## src/rtl/nand_id_probe.sv

```systemverilog
// nand_id_probe: power-up READ ID sequencer driving the nand_master command port.
// Optional feature macro: NAND_ID_PROBE_CHECK_EN adds the id_match output and its comparator.
`ifndef MI_CHIP_ENABLE
`define MI_CHIP_ENABLE 8'h09
`endif
`ifndef M_NAND_READ_ID
`define M_NAND_READ_ID 8'h03
`endif
`ifndef MI_GET_ID_BYTE
`define MI_GET_ID_BYTE 8'h0E
`endif

module nand_id_probe #(
    parameter int                  ID_LEN          = 5,
    parameter logic [7:0]          ID_ADDR         = 8'h00,
    parameter logic [7:0]          CMD_CHIP_ENABLE = `MI_CHIP_ENABLE,
    parameter logic [7:0]          CMD_READ_ID     = `M_NAND_READ_ID,
    parameter logic [7:0]          CMD_GET_ID_BYTE = `MI_GET_ID_BYTE,
`ifdef NAND_ID_PROBE_CHECK_EN
    parameter logic [8*ID_LEN-1:0] EXPECTED_ID     = 40'h86_03_FF_E5_2C,
`endif
    parameter int                  TIMEOUT_CYCLES  = 4096
) (
    input  logic                clk,
    input  logic                nreset,
    input  logic                start,
    output logic                ready,
    output logic                done,
    output logic                error,
    output logic [8*ID_LEN-1:0] id_data,
`ifdef NAND_ID_PROBE_CHECK_EN
    output logic                id_match,
`endif
    output logic                m_activate,
    output logic [7:0]          m_cmd,
    output logic [7:0]          m_data_in,
    input  logic [7:0]          m_data_out,
    input  logic                m_busy
);
    localparam logic [2:0] S_IDLE      = 3'd0;
    localparam logic [2:0] S_ISSUE     = 3'd1;
    localparam logic [2:0] S_WAIT_ACK  = 3'd2;
    localparam logic [2:0] S_WAIT_IDLE = 3'd3;
    localparam logic [2:0] S_CAPTURE   = 3'd4;
    localparam logic [2:0] S_NEXT      = 3'd5;
    localparam logic [2:0] S_FINISH    = 3'd6;
    localparam int            CW        = (TIMEOUT_CYCLES > 2) ? $clog2(TIMEOUT_CYCLES) : 1;
    localparam logic [CW-1:0] CNT_LAST  = CW'(TIMEOUT_CYCLES - 1);
    localparam logic [3:0]    STEP_LAST = 4'(ID_LEN + 1);

    logic [2:0]          r_state;
    logic [3:0]          r_step;
    logic [CW-1:0]       r_cnt;
    logic                r_error;
    logic [8*ID_LEN-1:0] r_id;
    logic [7:0]          r_cmd;
    logic [7:0]          r_data;
    logic [3:0]          w_step_nx;
`ifdef NAND_ID_PROBE_CHECK_EN
    logic                r_match;
    assign id_match = r_match;
`endif

    assign w_step_nx  = r_step + 4'd1;
    assign ready      = (r_state == S_IDLE);
    assign done       = (r_state == S_FINISH);
    assign error      = r_error;
    assign id_data    = r_id;
    assign m_cmd      = r_cmd;
    assign m_data_in  = r_data;
    // activate only in the ISSUE cycle once the master is idle, so it can never repeat back-to-back
    assign m_activate = (r_state == S_ISSUE) && !m_busy;

    // sequencer: command/data registers load on entry to ISSUE and hold until the next ISSUE
    always_ff @(posedge clk or negedge nreset) begin
        if (!nreset) begin
            r_state <= S_IDLE;
            r_step  <= 4'd0;
            r_cnt   <= '0;
            r_error <= 1'b0;
            r_id    <= '0;
            r_cmd   <= 8'd0;
            r_data  <= 8'd0;
`ifdef NAND_ID_PROBE_CHECK_EN
            r_match <= 1'b0;
`endif
        end else begin
            case (r_state)
                S_IDLE: if (start) begin
                    r_state <= S_ISSUE;
                    r_step  <= 4'd0;
                    r_error <= 1'b0;
                    r_id    <= '0;
                    r_cmd   <= CMD_CHIP_ENABLE;
                    r_data  <= 8'd0;
`ifdef NAND_ID_PROBE_CHECK_EN
                    r_match <= 1'b0;
`endif
                end
                S_ISSUE: if (!m_busy) r_state <= S_WAIT_ACK;
                S_WAIT_ACK: begin
                    r_cnt   <= '0;
                    r_state <= S_WAIT_IDLE;
                end
                S_WAIT_IDLE: begin
                    if (!m_busy) r_state <= (r_step >= 4'd2) ? S_CAPTURE : S_NEXT;
                    else if (r_cnt == CNT_LAST) begin
                        r_error <= 1'b1;
                        r_state <= S_FINISH;
                    end else r_cnt <= r_cnt + 1'b1;
                end
                S_CAPTURE: begin
                    for (int k = 0; k < ID_LEN; k++)
                        if (r_step == 4'(k + 2)) r_id[8*k +: 8] <= m_data_out;
                    r_state <= S_NEXT;
                end
                S_NEXT: if (r_step == STEP_LAST) begin
                    r_state <= S_FINISH;
`ifdef NAND_ID_PROBE_CHECK_EN
                    r_match <= (r_id == EXPECTED_ID);
`endif
                end else begin
                    r_step  <= w_step_nx;
                    r_cmd   <= (w_step_nx == 4'd1) ? CMD_READ_ID : CMD_GET_ID_BYTE;
                    r_data  <= (w_step_nx == 4'd1) ? ID_ADDR : 8'd0;
                    r_state <= S_ISSUE;
                end
                default: r_state <= S_IDLE;
            endcase
        end
    end
endmodule
```

## config.mk

```make
export PLATFORM = sky130hd
export DESIGN_NAME = nand_id_probe
export DESIGN_NICKNAME = d
export VERILOG_FILES = /design/src/rtl/nand_id_probe.sv
export SDC_FILE = /design/constraint.sdc
export NUM_CORES = 1
export LEC_CHECK = 0
export CAP_MARGIN = 20
export CORE_MARGIN = 1.5
export CORE_UTILIZATION = 46
export CTS_BUF_LIST = sky130_fd_sc_hd__clkbuf_4
export DETAILED_ROUTE_END_ITERATION = 7
export PLACE_DENSITY_LB_ADDON = 0.25
export RECOVER_POWER = 25
export SYNTH_ARGS = -nofsm -noshare
export SYNTH_HDL_FRONTEND = slang
export SYNTH_SLANG_ARGS = --single-unit
```

## constraint.sdc

```tcl
create_clock -name clk -period 1.9 [get_ports clk]
set_clock_uncertainty 0.1 [all_clocks]
set_input_delay 0.38 -clock clk [delete_from_list [all_inputs] [get_ports clk]]
set_output_delay 0.38 -clock clk [all_outputs]
set_load 0.02 [all_outputs]
```

==> results of run 1 <==
==> cell families after synthesis <==
| logic type | synth area share, % |
|---|---|
| mux | 3.77 |
| buf+inv | 5.87 |
| fa+ha+maj | 2.52 |
| other cells | 0.126 |
| xor+xnor | 1.47 |
| compound gates | 14.2 |
| simple gates | 18.4 |
| flops | 53.7 |
==> timing repair <==
item | in CTS | in global routing
hold endpoints to repair | 17 | 0
resized for setup | 29 | 32
setup buffers | 3 | 7
pin swaps | 1 | 6
hold buffers | 1 | 0
endpoints found under the setup margin | 46 | 64
==> power breakdown <==
part	internal, µW	leakage [µW]	switching, µW	total (µW)
sequential	1610	0.000869	223	1830
clock	440	0.0000811	466	907
combinational	1020	0.00117	1080	2090
==> worst reg2reg max path, delay by kind of cell, from the launching register on <==
kind / cells / cell delay [ns]
compound gates: 1 / 0.33
buf+inv: 2 / 0.31
simple gates: 3 / 0.59
flops: 1 / 0.48
==> worst min-delay path by stage <==
stage,depth (start not counted),endpoint,slack [ns],from
CTS,2,id_data[18],0.35,nreset
finish,2,id_data[29],0.39,id_data[29]
global route,2,id_data[31],0.41,id_data[31]
floorplan,0,error,-0.02,nreset
global placement,1,id_data[39],0.24,nreset
detailed placement,1,id_data[39],0.25,nreset
==> through the flow <==
stage | TNS (ns) | util, % | std cells
2_1_floorplan | 0 | - | 309
3_3_place_gp | -17.63 | 61.4 | 459
3_5_place_dp | -20.62 | 61.4 | 459
4_1_cts | 0 | 64.5 | 479
5_1_grt | -2.77 | 66.5 | 486
6_report | 0 | 66.5 | 486
==> cells in the final DEF (no fill, tap or decap), drive strengths merged, types with 3 or more instances in the layout <==
cell type / instances
o31ai: 3
clkdlybuf4s50: 35
nand2b: 4
a31oi: 4
nand2: 52
a21oi: 7
dfrtp: 64
dlygate4sd2: 4
ha: 6
mux2i: 9
o21ai: 40
nor2b: 3
conb: 12
or4: 3
nand3b: 3
clkinv: 3
nor2: 10
dlymetal6s2s: 16
nor3: 3
nand3: 6
clkbuf: 13
inv: 13
xnor2: 5
nand4: 4
buf: 48
==> per-layer routing <==
metal  vias up  track usage [%]  part of all wire [%]
li1       1246                -                     -
met1      1235             27.9                    46
met2        76             32.6                    48
met3         7             4.45                   4.8
met4         0             8.94                   1.6
met5         -                0                     0
==> final cells by class <==
cell class,count,area (µm²)
inverter,13,48.8
fill,524,2110
timing repair buffer,105,978
clock inverter,4,45.0
multi-input combinational,211,1340
tap,77,96.3
sequential,64,1610
clock buffer,12,90.1
==> state kept, by name, indices dropped and copies added, names as in the netlist <==
register  count
id_data      40
r_state       3
r_step        4
m_cmd         4
r_cnt        12
error         1
==> metrics.txt, run 1 <==
outcome=finished clean; nets@finish=around 420; RSZ-0062 raised after global routing=true; CP startpoint kind=register; Clk Latency, worst-skew pair=~0.39 ns; Final Power=roughly 4800 µW; top-count cell post-synth=dfrtp_1; worst reg2reg startpoint=r_state[0]; register area share after synthesis=53.7%; worst-path cell chain=buf_6, nor3_1, buf_2; Reg2Reg Capture Point=r_cnt[11]; Finished Cell Area=~4200 µm²; stages on the worst setup path=3; prevailing post-synth register cell=dfrtp_1; Fin. Hold Viols=0; antenna-violating nets left=0; total gr overflow=0; YS warnings=0; top cell type by total area after synthesis=dfrtp_1; detailed-route DRC error count=0; Clock Tree Buf Depth=2; Post-synth EDFFs=0; Area growth syn-to-layout=40.8%; IO buf count=59; Mapped Cells=a little under 300; Power Density=about 1200 nW/µm²; CP delay by family, top=flip-flops; slowest stage cell, crit path=dfrtp_2; # setup viols final=0; TritonCTS clock tree=yes; crit path launch=r_state[0]; Final Max Tran Viols=0; worst reg2reg setup slack=0.04 ns; I/O pin total=72; drt wl/cell=14.3 µm; final setup margin=around 0.036 ns; DP HPWL=between 5 and 6 mm; Worst-path clk slew=0.10 ns; Critical Path Max Stage Delay=~0.49 ns; Max-slew headroom=roughly a third; TritonCTS buffer count=9; initial antenna violation count=0; GRT Total Usage=20.7%; Tcrit/Tclk final=98.1%; synthesized flop and latch total=64; Core Area=6310 µm²; syn avg cell area=roughly 10 µm²; fmax=537 MHz; TritonRoute pass-1 iters=4; vias in the first global route=roughly 2300; Worst EP arrival=roughly 1.4 ns; Distinct cells, synth=a little over 50; DRT iter0 DRCs=approximately 140; post-synthesis cell area=~3000 µm²; initial core utilization=47.3%; Area after DPL=about 3900 µm²; Placer Congestion=around 0.85; r2r worst-path depth=6; Synth async-reset ratio=between 90% and 100%; first-pass GRT wire length=11.4 mm; CTS Sinks=64; root buffer cell=clkbuf_4; Synth top cells by count=dfrtp_1 (64), nand2_1 (52), o21ai_0 (40); Yosys top cell area share=53.7%; Max Cap Viol=0; Final Critical Period=roughly 1.9 ns; Placement Setup Slack=-0.533 ns; worst hold margin=about 0.39 ns; Hold/Removal Path Class=reg -> reg; Worst EP required=between 1 and 1.5 ns; ratio of cells with drive above 1 in the final layout=about a fifth; largest cells by area after synthesis=dfrtp_1 (54%), o21ai_0 (6.7%), nand2_1 (6.5%), mux2i_1 (3.0%), buf_4 (3.0%); Crit Path Category=reg -> out; n_diodes=0; row cnt=29; Slew @ Worst Pin=between 0.9 and 1 ns; via count=approximately 2600; CP max FO=8; Lkg Pwr=about 0.0021 µW; Die Span Y=between 80 and 90 µm; H-tree Lvls=3; Max VDD drop=around 750 µV; total wire length=roughly 7.0 mm; Vias/cell=approximately 5.3; die span in x=83.5 µm; CP bufs+invs=2; DIE AREA=around 7000 µm²; pin count of the biggest net entering global routing=33; Worst setup EP type=primary output; crit path capture=ready
Power figures use the tool's default switching activity.
==> run 2: changes to the inputs <==
--- a/config.mk
+++ b/config.mk
@@ -6,6 +6,7 @@
 export NUM_CORES = 1
 export LEC_CHECK = 0
 export CAP_MARGIN = 20
+export CORE_ASPECT_RATIO = 0.5
 export CORE_MARGIN = 1.5
 export CORE_UTILIZATION = 46
 export CTS_BUF_LIST = sky130_fd_sc_hd__clkbuf_4
==> metrics.txt, run 2 (synthesis gave the netlist of run 1 again) <==
first-pass GRT wire length=11.7 mm (was 11.4 mm); Max Cap Viol=0 (unchanged); Tcrit/Tclk final=103% (was 98.1%); register share of total power=36.7% (was 37.9%); failing checks=setup timing; pin count of the biggest net entering global routing=49 (was 33); Filler Cells Inserted=453 (was 524); total wire length=7.37 mm (was 6.97 mm); root buffer cell=clkbuf_4 (unchanged); Worst setup EP type=primary output (unchanged); CP max FO=4 (was 8); most used cell, CP=buf_6; Crit Path Category=reg -> out (unchanged); Power Density=1170 nW/µm² (was 1150 nW/µm²); placed cell count=461 (was 459); via count=2521 (was 2564); CTS Sinks=64 (unchanged); stages on the worst setup path=4 (was 3); vias in the first global route=2475 (was 2336); Die Span Y=60.0 µm (was 83.5 µm); Max-slew headroom=35.6% (was 33.8%); Finished Layout Cells=490 (was 486); Net Switching=1820 µW (was 1770 µW); TritonRoute pass-1 iters=5 (was 4); Worst EP required=1.42 ns (about the same); slowest stage cell, crit path=dfrtp_2 (unchanged); initial antenna violation count=0 (unchanged); DIE AREA=7010 µm² (was 6980 µm²); die span in x=117 µm (was 83.5 µm); GRT Total Usage=22.4% (was 20.7%); Core Area=6160 µm² (was 6310 µm²); CP delay by family, top=flip-flops (unchanged); n_diodes=0 (unchanged); Int Power=3210 µW (was 3070 µW); r2r worst-path depth=6 (unchanged); clock network fraction of total power=22.2% (was 18.8%); H-tree Lvls=3 (unchanged); CP bufs+invs=3 (was 2); hold path depth=2 (unchanged); Final Critical Period=1.95 ns (was 1.86 ns); IO buf count=59 (unchanged); Reg area=1610 µm² (about the same); detailed-route DRC error count=0 (unchanged); Final Max Tran Viols=0 (unchanged); Net Sw Frac=36.2% (was 36.5%); initial core utilization=48.5% (was 47.3%); drt wl/cell=15.0 µm (was 14.3 µm); total gr overflow=0 (unchanged); Area growth syn-to-layout=43.9% (was 40.8%); worst-path cell chain=buf_6, buf_6, nor3_2, buf_4 (was buf_6, nor3_1, buf_2); Multi-input gate area=1400 µm² (was 1340 µm²); Clk Latency, worst-skew pair=0.43 ns (was 0.39 ns); Max VDD drop=621 µV (was 749 µV); Core Util, Final=69.7% (was 66.5%); Placer Congestion=0.815 (was 0.845); Worst-path clk slew=0.11 ns (was 0.10 ns); outcome=finished with violations (was finished clean); fmax=512 MHz (was 537 MHz); DRT iter0 DRCs=187 (was 144); worst reg2reg startpoint=r_state[2] (was r_state[0]); nets@finish=417 (was 422); Clock Tree Buf Depth=2 (unchanged); CP startpoint kind=register (unchanged); number of flip-flops in the largest register=40 (unchanged); worst reg2reg setup slack=0.01 ns (was 0.04 ns); Fin. Hold Viols=0 (unchanged); # setup viols final=3 (was 0); ratio of cells with drive above 1 in the final layout=21.4% (was 21.3%); Slew @ Worst Pin=0.966 ns (was 0.992 ns); crit path capture=ready (unchanged); worst hold margin=0.383 ns (was 0.387 ns); final setup margin=-0.0544 ns (was 0.0361 ns); I/O pin total=72 (unchanged); Vias/cell=5.14 (was 5.28); Critical Path Max Stage Delay=0.45 ns (was 0.49 ns); row cnt=20 (was 29); commonest non-fill, non-tap cell in the layout=dfrtp_1 (unchanged); Hold/Removal Path Class=reg -> reg (unchanged); commonest non-fill, non-tap cells in the layout=dfrtp_1 (60), nand2_1 (51), buf_4 (35) (was dfrtp_1 (61), nand2_1 (51), buf_4 (42)); TritonCTS buffer count=9 (unchanged); Reg2Reg Capture Point=r_cnt[11] (unchanged); DP HPWL=4.81 mm (was 5.02 mm); setup TNS=-0.0607 ns (was 0 ns); RSZ-0062 raised after global routing=true (unchanged); Worst EP arrival=1.47 ns (was 1.38 ns); crit path launch=r_state[2] (was r_state[0]); TritonCTS clock tree=yes (unchanged); Lkg Pwr=0.00242 µW (was 0.00212 µW); antenna-violating nets left=0 (unchanged); Logic pwr share=41.1% (was 43.3%)
-- run 2: cell type report --
type	instances	area share (%)
clock buffers	9	1.57
clock inverters	5	2.27
inverters	13	1.14
multi-input cells	211	32.5
flip-flops and latches	64	37.4
well taps	88	2.56
repair buffers	100	22.5
-- run 2: metrics by stage --
step	total power, µW	setup slack, ns	cell area [µm²]
after floorplan	2850	0.0498	3030
after global placement	3630	-0.413	3820
after detailed placement	3700	-0.504	3820
after CTS	4960	-0.0458	4120
after global routing	5330	-0.122	4290
final	5020	-0.0544	4290
-- run 2: power by group through the flow --
stage | sequential [µW] | combinational [µW] | clock, µW
after floorplan | 2000 | 845 | 0
after global placement | 1850 | 1780 | 0
after detailed placement | 1870 | 1830 | 0
after CTS | 1840 | 1980 | 1130
after global routing | 1880 | 2240 | 1210
final | 1840 | 2060 | 1110
-- run 2: worst register-to-register path, delay by kind of cell (launching register included) --
kind            cells  cell delay, ns
compound gates      1            0.34
buf+inv             2            0.30
flops               1            0.45
simple gates        3            0.64
-- run 2: how the worst min path moves through the flow --
stage | start | endpoint | slack, ns
6_report | id_data[27] | id_data[27] | 0.38
5_1_grt | id_data[27] | id_data[27] | 0.42
4_1_cts | nreset | r_state[2] | 0.31
3_5_place_dp | nreset | r_cnt[4] | 0.24
3_3_place_gp | nreset | r_cnt[4] | 0.24
2_1_floorplan | nreset | error | -0.02
-- run 2: repair_timing --
item | CTS | global route
hold buffers | 1 | 0
hold endpoints to repair | 16 | 0
setup endpoints to repair | 70 | 84
pin swaps | 6 | 3
gates resized for setup | 55 | 52
buffers inserted | 11 | 5
-- run 2: layer usage --
metal	up-vias	routed length, µm	global-route usage [%]
li1	1232	-	-
met1	1211	3170	26.2
met2	69	3690	39.2
met3	9	412	7.61
met4	0	95	8.43
met5	-	0	0
